===== src/rtl/dot_mac_pkg.sv =====
// Shared types and width/limit helpers for the dot_mac streaming dot-product engine.
package dot_mac_pkg;

    localparam int MAX_ACC_W = 128;

    typedef struct packed {
        logic valid;
        logic last;
    } stage_sb_t;

    function automatic int lane_sum_width(input int data_width, input int lanes);
        return 2 * data_width + $clog2(lanes);
    endfunction

    // Limits are returned MAX_ACC_W wide; callers truncate to their accumulator width.
    function automatic logic [MAX_ACC_W-1:0] sat_max(input int accum_width);
        return {MAX_ACC_W{1'b1}} >> (MAX_ACC_W - accum_width + 1);
    endfunction

    function automatic logic [MAX_ACC_W-1:0] sat_min(input int accum_width);
        return ~sat_max(accum_width);
    endfunction

endpackage


===== src/rtl/dot_mac_adder_tree.sv =====
// Combinational signed reduction of LANES full-precision products into one ACCUM_WIDTH sum.
module dot_mac_adder_tree
    import dot_mac_pkg::*;
#(
    parameter int PROD_WIDTH  = 32,
    parameter int LANES       = 4,
    parameter int ACCUM_WIDTH = 40
) (
    input  logic [LANES*PROD_WIDTH-1:0] prod_i,
    output logic signed [ACCUM_WIDTH-1:0] sum_o
);

    localparam int NPOW = 1 << $clog2(LANES);

    logic signed [ACCUM_WIDTH-1:0] node [NPOW];

    // Leaves padded to a power of two with zeros, then folded pairwise level by level.
    always_comb begin
        for (int i = 0; i < NPOW; i++) begin
            node[i] = '0;
            if (i < LANES) begin
                node[i] = ACCUM_WIDTH'($signed(prod_i[i*PROD_WIDTH +: PROD_WIDTH]));
            end
        end
        for (int w = NPOW / 2; w >= 1; w = w / 2) begin
            for (int j = 0; j < w; j++) begin
                node[j] = node[2*j] + node[2*j+1];
            end
        end
        sum_o = node[0];
    end

endmodule


===== src/rtl/dot_mac.sv =====
// Pipelined streaming dot-product engine: multiply, reduce, accumulate with valid/ready flow.
// Define DOT_MAC_SATURATE_EN to clamp the accumulator on overflow instead of wrapping.
module dot_mac
    import dot_mac_pkg::*;
#(
    parameter int DATA_WIDTH  = 16,
    parameter int LANES       = 4,
    parameter int ACCUM_WIDTH = 2*DATA_WIDTH+8
) (
    input  logic                          clk,
    input  logic                          rst,
    input  logic                          in_valid,
    output logic                          in_ready,
    input  logic [LANES*DATA_WIDTH-1:0]   in_a,
    input  logic [LANES*DATA_WIDTH-1:0]   in_b,
    input  logic                          in_last,
    output logic                          out_valid,
    input  logic                          out_ready,
    output logic signed [ACCUM_WIDTH-1:0] out_total,
    output logic                          out_err
);

    localparam int PW  = 2 * DATA_WIDTH;
    localparam int MSB = ACCUM_WIDTH - 1;

    if (LANES < 1) begin : g_bad_lanes
        $error("dot_mac: LANES must be at least 1");
    end
    if (ACCUM_WIDTH < lane_sum_width(DATA_WIDTH, LANES)) begin : g_bad_width
        $error("dot_mac: ACCUM_WIDTH too narrow for the lane sum");
    end

    logic                          adv;
    stage_sb_t                     sb_p1_q, sb_p2_q;
    logic [LANES*PW-1:0]           prod_d, prod_p1_q;
    logic signed [ACCUM_WIDTH-1:0] sum_d, sum_p2_q;
    logic signed [ACCUM_WIDTH-1:0] acc_q, acc_d, next_raw, next_val;
    logic                          err_acc_q, err_acc_d, ovf;
    logic                          out_valid_q, out_valid_d, out_err_q, out_err_d;
    logic signed [ACCUM_WIDTH-1:0] out_total_q, out_total_d;

    assign adv       = !out_valid_q || out_ready;
    assign in_ready  = adv;
    assign out_valid = out_valid_q;
    assign out_total = out_total_q;
    assign out_err   = out_err_q;

    // S1: full-precision lane products
    always_comb begin
        prod_d = '0;
        for (int i = 0; i < LANES; i++) begin
            prod_d[i*PW +: PW] = PW'($signed(in_a[i*DATA_WIDTH +: DATA_WIDTH]))
                               * PW'($signed(in_b[i*DATA_WIDTH +: DATA_WIDTH]));
        end
    end

    always_ff @(posedge clk) begin
        if (rst) begin
            sb_p1_q <= '0;
            sb_p2_q <= '0;
        end else if (adv) begin
            sb_p1_q <= '{valid: in_valid, last: in_last};
            sb_p2_q <= sb_p1_q;
        end
    end

    // S2: lane reduction
    dot_mac_adder_tree #(
        .PROD_WIDTH (PW),
        .LANES      (LANES),
        .ACCUM_WIDTH(ACCUM_WIDTH)
    ) u_tree (
        .prod_i(prod_p1_q),
        .sum_o (sum_d)
    );

    always_ff @(posedge clk) begin
        if (adv && in_valid) begin
            prod_p1_q <= prod_d;
        end
        if (adv && sb_p1_q.valid) begin
            sum_p2_q <= sum_d;
        end
    end

    // S3: accumulate and publish
    assign next_raw = acc_q + sum_p2_q;
    assign ovf      = (acc_q[MSB] == sum_p2_q[MSB]) && (next_raw[MSB] != acc_q[MSB]);

`ifdef DOT_MAC_SATURATE_EN
    localparam logic signed [ACCUM_WIDTH-1:0] SAT_MAX = ACCUM_WIDTH'(sat_max(ACCUM_WIDTH));
    localparam logic signed [ACCUM_WIDTH-1:0] SAT_MIN = ACCUM_WIDTH'(sat_min(ACCUM_WIDTH));

    function automatic logic signed [ACCUM_WIDTH-1:0] saturate(
        input logic signed [ACCUM_WIDTH-1:0] raw,
        input logic                          overflow,
        input logic                          neg
    );
        if (!overflow) return raw;
        return neg ? SAT_MIN : SAT_MAX;
    endfunction

    assign next_val = saturate(next_raw, ovf, acc_q[MSB]);
`else
    assign next_val = next_raw;
`endif

    always_comb begin
        acc_d       = acc_q;
        err_acc_d   = err_acc_q;
        out_total_d = out_total_q;
        out_err_d   = out_err_q;
        out_valid_d = out_valid_q;
        if (out_valid_q && out_ready) begin
            out_valid_d = 1'b0;
        end
        if (adv && sb_p2_q.valid) begin
            if (sb_p2_q.last) begin
                out_total_d = next_val;
                out_err_d   = err_acc_q | ovf;
                out_valid_d = 1'b1;
                acc_d       = '0;
                err_acc_d   = 1'b0;
            end else begin
                acc_d     = next_val;
                err_acc_d = err_acc_q | ovf;
            end
        end
    end

    always_ff @(posedge clk) begin
        if (rst) begin
            acc_q       <= '0;
            err_acc_q   <= 1'b0;
            out_valid_q <= 1'b0;
            out_total_q <= '0;
            out_err_q   <= 1'b0;
        end else begin
            acc_q       <= acc_d;
            err_acc_q   <= err_acc_d;
            out_valid_q <= out_valid_d;
            out_total_q <= out_total_d;
            out_err_q   <= out_err_d;
        end
    end

endmodule


===== config.mk =====
export PLATFORM = sky130hd
export DESIGN_NAME = dot_mac
export DESIGN_NICKNAME = d
export VERILOG_FILES = /design/src/rtl/dot_mac_pkg.sv /design/src/rtl/dot_mac_adder_tree.sv /design/src/rtl/dot_mac.sv
export SDC_FILE = /design/constraint.sdc
export NUM_CORES = 2
export LEC_CHECK = 0
export BUFFER_PORTS_ARGS = -buffer_cell sky130_fd_sc_hd__buf_2
export CAP_MARGIN = 10
export CORE_UTILIZATION = 65
export CTS_CLUSTER_SIZE = 40
export DETAILED_ROUTE_END_ITERATION = 16
export PLACE_DENSITY_LB_ADDON = 0.2
export SLEW_MARGIN = 20
export SYNTH_ARGS = -nofsm -noshare
export SYNTH_HDL_FRONTEND = slang
export SYNTH_SLANG_ARGS = --single-unit

===== constraint.sdc =====
create_clock -name clk -period 7.8 [get_ports clk]
set_input_delay 0.39 -clock clk [delete_from_list [all_inputs] [get_ports clk]]
set_output_delay 0.39 -clock clk [all_outputs]
set_load 0.01 [all_outputs]

# Word-level counts from Yosys, hierarchy flattened
# Cells that the tools add are included.
# word_totals
reg_bits,255
in_bits,133
out_inout_bits,43
# classes
n_addsub,4
mul,4
n_eq_ne,2
mux,5
n_bitwise,1
n_reduce_logical,8
# op_table
cell,n
16-bit by 16-bit multiplier with 32-bit output,4
40-bit adder,2
32-bit by 32-bit adder with 33-bit output,2
40-bit 2-to-1 mux,1
1-bit logical AND,5
1-bit 2-to-1 mux,4
2-bit AND reduction,1
1-bit equality test,1
1-bit logical NOT,1
1-bit logical OR,1
1-bit inequality test,1
1-bit OR,1

# Logic depth before layout (Yosys ltp)
# depth
depth_word,5
mapped_depth,25
ltp_nobuf,24

# Modules after synthesis
# From an unflattened synthesis, not the netlist that was laid out.
# unflattened
hier_cells,5567
area_unflattened_um2,52859.4
# by_module_without_submodules
module,n_inst,cells_each,area_each_um2
dot_mac,1,5072,49103.3
dot_mac_adder_tree,1,495,3756.1

# Least setup slack after synthesis
# Ideal clock, no wire load.
# synth_timing
path_type,input-to-reg
from,in in_b[39]
to,"reg prod_p1_q[94], data pin"
setup_time_ns,0.258
arrival_time_ns,5.998
required_ns,7.542
path_slack_ns,1.544
stages,24
path_buffers,1
cell_sequence,clkbuf_1 -> nand2_1 -> fa_1 -> inv_1 -> fa_1 -> inv_1 -> fa_1 -> inv_1 -> fa_1 -> fa_1 -> inv_1 -> fa_1 -> inv_1 -> ha_1 -> a21o_1 -> a21o_1 -> a21o_1 -> a2111oi_0 -> a21oi_1 -> a21oi_1 -> and2_1 -> nand3_1 -> a31oi_1 -> xnor2_1
# synth_between
elab_chain_cells,1
# synth_rtl
element,line_no,source
start: declaration,dot_mac.sv:15,"input logic [LANES*DATA_WIDTH-1:0] in_b,"
16-bit by 16-bit multiplier with 32-bit output,dot_mac.sv:53,* PW'($signed(in_b[i*DATA_WIDTH +: DATA_WIDTH]));
named net prod_d[94],dot_mac.sv:35,"logic [LANES*PW-1:0] prod_d, prod_p1_q;"
end signal: assignment,dot_mac.sv:79,prod_p1_q <= prod_d;
end: declaration,dot_mac.sv:35,
# The timed path passes the listed nets, and every way through them passes these cells.
# A chain may end at the register's enable or synchronous reset.

# Worst setup path in the final report
# layout_timing
from,in in_a[56]
to,"reg prod_p1_q[127], data pin"
# layout_between
elab_chain_cells,1
# layout_rtl
element,line_no,source
start: declaration,dot_mac.sv:14,"input logic [LANES*DATA_WIDTH-1:0] in_a,"
16-bit by 16-bit multiplier with 32-bit output,dot_mac.sv:53,
named net prod_d[127],dot_mac.sv:35,
# The timed path passes the listed nets, and every way through them passes these cells.

==> out/results.tsv <==
metric	value	unit
fin_setup_tns	0	ps
drt-pass1-iter-count	14	
die_w	288	um
antenna_found_initial	3	
syn-mean-instance-area	9.54	um^2
dp_hpwl	102	mm
ff2ff_path_depth	22	
placement_rows	104	
design.final.nets	7277	
share_of_final_layout_standard_cells_stronger_than_drive_strength_1	4.67	%
hold_depth	3	
boundaryPins	176	
postCtsResizedCells	0	
placeableCoreArea	0.0808	mm^2
drc_errors	4	
crit_path_end_kind	register	
fin_crit	6140	ps
most_instantiated_flip_flop_cell_in_the_synthesis_netlist	sky130_fd_sc_hd__edfxtp_1	
timing.critical_path.arrival	6430	ps
worstPathMaxFanout	16	
post_dr_vias_cell	5.68	
via_count	38100	
violations	design-rule violations	
top_area_cells_in_the_synthesized_netlist	sky130_fd_sc_hd__fa_1, sky130_fd_sc_hd__ha_1, sky130_fd_sc_hd__edfxtp_1	
synth.cell_area	0.0532	mm^2
grt_max_degree	80	
timing_worst_slew_pin_value	1020	ps
maximum_number_of_buffers_from_clock_root_to_sink	3	
yosysSeqAreaShare	12.8	%
initial_utilization	65.8	%
critPathKind	in2reg	
synth_top_cells_by_count	sky130_fd_sc_hd__inv_1, sky130_fd_sc_hd__fa_1, sky130_fd_sc_hd__nand2_1	
synthCells	5576	
timing.final.crit_share	78.8	%
antenna_left	0	
global_route.usage.total	31.2	%
synth-edff-count	168	
cts_sink_cnt	255	
vias_in_the_first_global_route	40000	
max_clock_freq	0.163	GHz
area.growth.synth_to_final	4.82	%
antenna_fix_cells	0	
final-max-slew-violation-count	0	
ctsHoldBuffers	0	
grt_first_pass_wirelength	204	mm
hold_path_class	in2reg	
synthMostInstantiatedCell	sky130_fd_sc_hd__inv_1	
worst_hold_slack	65.4	ps
timing.critical_path.required	8090	ps
holdCritStartpoint	in_last	
crit_path_start_kind	primary input	
h-tree-depth	1	
synthesis.nets	7225	
clk-insertion-delay-late	570	ps
post-cts-setup-buffer-count	0	
run_status	finished with violations	
synthesis.yosys.warnings	0	
final_core_util	69.0	%
rr_endpoint	sum_p2_q[31]$_DFFE_PP_	
finalInstanceArea	0.0557	mm^2
numPortBuffers	175	
die_ht	288	um
min_to	sb_p1_q[0]$_SDFFE_PP0N_	
detail_route.wl_per_cell	18.3	um
rsz0062_at_grt	no	
drt-initial-drc-count	2452	
synth_cell_types	88	
clock_tree_from_tritoncts	yes	
timing.slew.headroom	31.7	%
cts.reportedPaths.clkPinSlew	60	ps
synth_area_leader_cell	sky130_fd_sc_hd__fa_1	
cts.root.buffer_cell	sky130_fd_sc_hd__clkbuf_16	
finalHoldViolations	0	
place.gp.congestion	0.930	
synth_top_area_share	39.6	%
finalSetupViolations	0	
r2r_start	prod_p1_q[32]$_DFFE_PP_	
finalClockSkew	21.3	ps
synth-seq-cells	255	
timing.max_cap.violations	0	
finalWirelength	123	mm
die_area	0.0830	mm^2
rrSetupSlack	2370	ps
detailed_place.area	0.0549	mm^2
cts-buffers-inserted	26	
gr-total-overflow	0	
synth_async_sr_flop_share	0	%
==> state kept, by name, indices dropped and copies added, names as in the netlist <==
register	cells
out_err	1
prod_p1_q	128
sum_p2_q	40
acc_q	40
sb_p2_q	2
out_total	40
err_acc_q	1
sb_p1_q	2
out_valid	1
==> stage by stage <==
stage	setup WS, ps	std cells
finish	1660	6708
global placement	1190	6660
CTS	1700	6708
floorplan	1540	5576
global route	1310	6708
detailed placement	1120	6660
==> cell families after synthesis <==
group / after synthesis / share of synthesized area, %
compound gates: 716 / 9.11
xor+xnor: 260 / 4.28
fa+ha+maj: 1516 / 50.5
buf+inv: 1321 / 9.33
flops: 255 / 12.8
mux: 4 / 0.0753
simple gates: 1504 / 13.9
==> metal layers <==
| layer | routed length [um] | track usage (%) |
|---|---|---|
| met1 | 50600 | 42.5 |
| met2 | 61300 | 53.5 |
| met3 | 6920 | 2.65 |
| met4 | 4140 | 8.99 |
| met5 | 32 | 0 |
==> how the worst max path moves through the flow <==
| stage | start | end | slack (ps) | cells after the start |
|---|---|---|---|---|
| finish | in_a[56] | prod_p1_q[127]$_DFFE_PP_ | 1660 | 23 |
| global route | in_b[39] | prod_p1_q[94]$_DFFE_PP_ | 1310 | 24 |
| CTS | in_a[56] | prod_p1_q[127]$_DFFE_PP_ | 1700 | 23 |
| detailed placement | in_b[1] | prod_p1_q[31]$_DFFE_PP_ | 1120 | 20 |
| global placement | in_a[39] | prod_p1_q[94]$_DFFE_PP_ | 1190 | 24 |
| floorplan | in_b[39] | prod_p1_q[94]$_DFFE_PP_ | 1540 | 24 |
==> cell type report <==
cell class / count / area [um^2]
inverters: 1164 / 4370
fillers: 6233 / 25100
multi-input cells: 4000 / 41500
flip-flops and latches: 255 / 6790
repair buffers: 181 / 921
clock inverters: 14 / 153
well taps: 1060 / 1330
clock buffers: 34 / 736
==> placed cells by master, fill, tap and decap left out, drive strengths merged, types with 35 or more instances in the layout <==
cell type  count
inv         1169
nor2         212
fa          1052
buf          181
a21oi        205
nand2        571
xor2          67
a22o          48
nand3         45
edfxtp       168
xnor2        193
a21o         108
nand2b        40
ha           464
o21ai        110
o21bai        38
dfxtp         87
and2         504
o21a          35
==> critical path, cell delays in order <==
cell and delay (ps):
sky130_fd_sc_hd__buf_2 210, sky130_fd_sc_hd__and2_1 220, sky130_fd_sc_hd__fa_1 540, sky130_fd_sc_hd__inv_1 50, sky130_fd_sc_hd__fa_1 450, sky130_fd_sc_hd__fa_1 510, sky130_fd_sc_hd__inv_1 50, sky130_fd_sc_hd__fa_1 500
sky130_fd_sc_hd__fa_1 490, sky130_fd_sc_hd__inv_1 50, sky130_fd_sc_hd__fa_1 470, sky130_fd_sc_hd__inv_1 50, sky130_fd_sc_hd__ha_1 340, sky130_fd_sc_hd__a21o_1 180, sky130_fd_sc_hd__a211oi_1 310, sky130_fd_sc_hd__nor3_1 120
sky130_fd_sc_hd__and4bb_1 350, sky130_fd_sc_hd__nor2_1 110, sky130_fd_sc_hd__and4_1 230, sky130_fd_sc_hd__a2111oi_2 390, sky130_fd_sc_hd__o21bai_1 130, sky130_fd_sc_hd__a21oi_1 180, sky130_fd_sc_hd__xnor2_1 90
Power is left out: the tool's default activity adds up to more than one toggle a clock period on the data nets, which glitch-free logic cannot reach.
